===== src/rtl/sweep_pkg.sv =====
// sweep_pkg: shared types and constants for the exhaustive stimulus/capture engine.
package sweep_pkg;
    typedef enum logic [2:0] {IDLE, DRIVE, SETTLE, SAMPLE, EMIT, DONE} state_t;
    localparam logic [1:0] MODE_BIN = 2'd0;
    localparam logic [1:0] MODE_GRAY = 2'd1;
    localparam logic [1:0] MODE_DOWN = 2'd2;
    localparam logic [15:0] DEFAULT_SIG_POLY = 16'h1021;
endpackage


===== src/rtl/sweep_misr.sv =====
// sweep_misr: multiple-input signature register, seeded to all-ones on reset or clear.
module sweep_misr import sweep_pkg::*; #(
    parameter int SIG_WIDTH = 16,
    parameter logic [SIG_WIDTH-1:0] SIG_POLY = SIG_WIDTH'(DEFAULT_SIG_POLY)
) (
    input  logic                 CK,
    input  logic                 reset,
    input  logic                 clear,
    input  logic                 enable,
    input  logic [SIG_WIDTH-1:0] data,
    output logic [SIG_WIDTH-1:0] signature
);
    always_ff @(posedge CK or posedge reset) begin
        if (reset)
            signature <= '1;
        else if (clear)
            signature <= '1;
        else if (enable)
            signature <= {signature[SIG_WIDTH-2:0], 1'b0} ^ (signature[SIG_WIDTH-1] ? SIG_POLY : '0) ^ data;
    end
endmodule


===== src/rtl/sweep_stim_capture.sv =====
// sweep_stim_capture: drives every N_WIDTH-bit vector, samples the response after a settle
// time, streams (stimulus, response) records with backpressure and compacts them in a MISR.
module sweep_stim_capture import sweep_pkg::*; #(
    parameter int N_WIDTH = 6,
    parameter int OUT_WIDTH = 1,
    parameter int SETTLE_CYCLES = 1,
    parameter int SIG_WIDTH = 16,
    parameter logic [SIG_WIDTH-1:0] SIG_POLY = SIG_WIDTH'(DEFAULT_SIG_POLY)
) (
    input  logic                 CK,
    input  logic                 reset,
    input  logic                 start,
    input  logic                 abort,
    input  logic [1:0]           mode,
    output logic [N_WIDTH-1:0]   stim_out,
    input  logic [OUT_WIDTH-1:0] dut_resp,
    output logic                 rec_valid,
    input  logic                 rec_ready,
    output logic [N_WIDTH-1:0]   rec_stim,
    output logic [OUT_WIDTH-1:0] rec_resp,
    output logic                 busy,
    output logic                 done,
    output logic [N_WIDTH:0]     vec_count,
    output logic [SIG_WIDTH-1:0] signature
);
    localparam int CW = $clog2(SETTLE_CYCLES) + 1;
    localparam int VW = N_WIDTH + 1;
    state_t state, state_next;
    logic [1:0] mode_q;
    logic [N_WIDTH-1:0] idx, mapped;
    logic [CW-1:0] cnt;
    logic go, settled, last, handshake, sample;
    always_ff @(posedge CK or posedge reset) begin
        if (reset)
            state <= IDLE;
        else
            state <= state_next;
    end
    always_comb begin
        go = start && (state == IDLE || (state == DONE && !abort));
        settled = cnt == CW'(SETTLE_CYCLES - 1);
        last = &idx;
        handshake = state == EMIT && rec_ready && !abort;
        sample = state == SAMPLE && !abort;
        mapped = mode_q == MODE_GRAY ? idx ^ (idx >> 1) : mode_q == MODE_DOWN ? ~idx : idx;
        busy = state != IDLE && state != DONE;
        done = state == DONE;
        rec_valid = state == EMIT;
        state_next = state;
        case (state)
            IDLE, DONE: if (start) state_next = DRIVE;
            DRIVE:      state_next = SETTLE;
            SETTLE:     if (settled) state_next = SAMPLE;
            SAMPLE:     state_next = EMIT;
            EMIT:       if (rec_ready) state_next = last ? DONE : DRIVE;
            default:    state_next = IDLE;
        endcase
        // abort wins over start and over a pending handshake
        if (abort && state != IDLE) state_next = IDLE;
    end
    always_ff @(posedge CK or posedge reset) begin
        if (reset) begin
            mode_q <= '0;
            idx <= '0;
            cnt <= '0;
            stim_out <= '0;
            rec_stim <= '0;
            rec_resp <= '0;
            vec_count <= '0;
        end else begin
            if (go) begin
                mode_q <= mode;
                idx <= '0;
                vec_count <= '0;
            end
            if (state == DRIVE) begin
                stim_out <= mapped;
                cnt <= '0;
            end
            if (state == SETTLE) cnt <= cnt + CW'(1);
            if (sample) begin
                rec_stim <= stim_out;
                rec_resp <= dut_resp;
            end
            if (handshake) begin
                vec_count <= vec_count + VW'(1);
                idx <= idx + N_WIDTH'(1);
            end
        end
    end
    sweep_misr #(.SIG_WIDTH(SIG_WIDTH), .SIG_POLY(SIG_POLY)) u_misr (
        .CK(CK),
        .reset(reset),
        .clear(go),
        .enable(sample),
        .data(SIG_WIDTH'({dut_resp, stim_out})),
        .signature(signature)
    );
endmodule

===== config.mk =====
export PLATFORM = sky130hd
export DESIGN_NAME = sweep_stim_capture
export DESIGN_NICKNAME = d
export VERILOG_FILES = /design/src/rtl/sweep_pkg.sv /design/src/rtl/sweep_misr.sv /design/src/rtl/sweep_stim_capture.sv
export SDC_FILE = /design/constraint.sdc
export NUM_CORES = 1
export LEC_CHECK = 0
export CORE_ASPECT_RATIO = 1.5
export CORE_UTILIZATION = 56
export CTS_CLUSTER_SIZE = 30
export DETAILED_ROUTE_END_ITERATION = 10
export PLACE_DENSITY = 0.83
export SLEW_MARGIN = 0
export SYNTH_ARGS = -nofsm -noshare
export SYNTH_HDL_FRONTEND = slang
export SYNTH_SLANG_ARGS = --single-unit

===== constraint.sdc =====
create_clock -name CK -period 2.5 [get_ports CK]
set_input_delay 0.5 -clock CK [delete_from_list [all_inputs] [get_ports CK]]
set_output_delay 0.5 -clock CK [all_outputs]
set_load 0.01 [all_outputs]

==> impl_metrics.ini <==
[synth]
ys_ff_latch = 48
synth_seq_area_share_pct = 49.5
synth_edf_count = 0
synth_cells = 262
synthSimpleGateAreaFrac_pct = 22.6
syn_nets = 276
yosysWarnings = 0
ys.flop_type = dfrtp_1
synth_adder_area_share_pct = 3.04
synth_top_family_by_area = simple AND/OR/NAND/NOR gates
synth_compound_area_share_pct = 10.5
syn_area_sq_um = 2470
synth.avg_cell_area_sq_um = 9.41
yosys.area_share.xor_xnor_pct = 7.10
yosys.cell_types.count = 42
muxShareOfSynthArea_pct = 3.40
synth-async-reset-ratio_pct = 100

[final_layout]
most-common-layout-cells = 66 x nand2_1, 46 x clkdlybuf4s50_1, 32 x dfrtp_1
fin_util_pct = 72.1
final_nets = 319
seq_area_sq_um = 1220
area_growth_syn_to_layout_pct = 23.1
nFillCells = 331
mostFrequentLayoutCell = nand2_1
diodes = 0
final_cells = 352
drive_gt1_share_pct = 11.8
multiInputGateArea_sq_um = 1150

[placement]
dp_hpwl_um = 3540
io_buffer_count = 46
dp.cells = 344
place_congestion = 0.838

[timing]
drv_slew = 0
slew_headroom_pct = 60.3
hold_viol = 0
fmax_mhz = 440
clock-skew-final_ns = 0.00947
tns_ns = 0
tightest_slew_ns = 0.594
finalSetupViolCount = 0
period_needed_ns = 2.27
post-route-period-util_pct = 90.9
rsz0062_at_grt = false

[route]
drtAntennaViolNets = 0
vias_per_cell = 5.72
wl_per_cell_um = 13.7
drtPass1Iterations = 4
initialDrtViolationCount = 56
totalWireLength_um = 4820
routed-via-count = 2012
drc_errors = 0

[grt]
grt_max_degree = 32
grt_pass1_vias = 1951
globalRouteOverflowTotal = 0
antenna_found_initial = 0
grtUsageTotal_pct = 22.7
grt_pass1_wl_um = 8460

[pwr]
ir_drop_v = 0.000775
power_leakage_nw = 1.40
p_per_area_nw_per_um2 = 1020
power_mw = 3.10

[worst_hold_path]
min_path_type = reg2reg

[clocking]
cts_setup_buffers = 0
hold_buffers = 0
clkSinkCount = 48
clk_latency_ns = 0.31
cts_buffers = 5
htree_levels = 2
clkTransAtPathRegs_ns = 0.09
cts-root-buf = clkbuf_8
cts_resized = 0
clockBufferDepth = 2
cts_tree = built

[run_status]
outcome = finished clean

[critical_path]
crit_fanout = 13
worst-setup-path-type = reg2out
critPathCaptureType = output pin
startpoint_type = flip-flop
crit_arrival_ns = 1.77
critPathRequiredTime_ns = 2.00

[die]
fp.dieH_um = 83.3
io_pins = 47
die_w_um = 56.2
initial_core_util_pct = 58.6
fp-row-count = 29
core-area_sq_um = 4210
dieArea_sq_um = 4680

[run]
cap_violations = 0
==> layout make-up <==
type                    count  share of cell area [%]
flip-flops and latches     48                    40.2
multi-input cells         196                    37.9
repair buffers             51                    16.4
clock buffers               6                    2.72
well taps                  46                    1.90
clock inverters             2                   0.495
inverters                   3                   0.371
==> registers in the layout (all words and copies together), names as in the netlist <==
register,flops
stim_out,6
state,3
rec_stim,6
rec_resp,1
cnt,1
vec_count,7
mode_q,2
idx,6
u_misr.signature,16
==> cell families after synthesis <==
family                   Yosys count
AND/OR/NAND/NOR                  121
XOR/XNOR                          20
AO/OA/AOI/OAI                     41
flip-flops                        48
buffers and inverters             18
multiplexers                       8
adder cells (fa/ha/maj)            6
==> worst max-delay path, stage by stage (launching register included) <==
cell             delay, ns
dfrtp_1               0.61
nand2b_1              0.18
nor2_1                0.13
clkdlybuf4s50_1       0.55
==> synthesized netlist by cell type (4+ instances only) <==
master	instances	area, sq um
buf_2	7	35.0
nand3_1	19	95.1
ha_1	6	75.1
a31oi_1	4	25.0
mux2i_1	5	50.1
o211ai_1	8	60.1
o21ai_1	11	55.1
dfrtp_1	32	801
nor3_1	4	20.0
a21oi_1	11	55.1
xor2_1	4	35.0
xnor2_1	16	140
nand2_1	66	248
nor2_1	13	48.8
dfstp_2	16	420
==> final timing paths <==
kind	from	endpoint	slack [ns]	cells past startpoint
min in group asynchronous	reset	stim_out[0]$_DFFE_PP0N_	0.56	2
setup reg to reg	state[0]$_DFFE_PP0P_	vec_count[5]$_DFFE_PP0P_	0.70	4
setup / recovery	state[2]$_DFFE_PP0P_	rec_valid	0.23	3
max in group asynchronous	reset	u_misr.signature[7]$_DFFE_PP1P_	1.30	3
hold / removal	rec_stim[2]$_DFFE_PP0P_	rec_stim[2]$_DFFE_PP0P_	0.48	2
hold reg to reg	rec_stim[2]$_DFFE_PP0P_	rec_stim[2]$_DFFE_PP0P_	0.48	2
==> per-layer routing <==
metal / global-route usage (%) / part of all wire [%] / up-vias
met2: 41.6 / 54 / 58
met1: 25.1 / 41 / 973
li1: - / - / 973
met3: 4.36 / 3.8 / 8
met5: 0 / 0 / -
met4: 9.31 / 1.8 / 0
==> per-stage QoR <==
step	setup WS [ns]	hold WS (ns)	instance area [sq um]
6_report	0.228	0.482	3040
5_1_grt	0.121	0.503	3040
4_1_cts	0.217	0.485	3040
3_5_place_dp	0.387	0.463	2940
3_3_place_gp	0.408	0.456	2940
2_1_floorplan	0.882	0.494	2470
==> report_power, final <==
group / internal [mW] / leakage, nW / total [mW] / switching, mW
Sequential: 1.08 / 0.598 / 1.39 / 0.306
Clock: 0.224 / 0.0434 / 0.485 / 0.261
Combinational: 0.680 / 0.758 / 1.23 / 0.553
No activity file was read; power rests on OpenSTA's default activity.
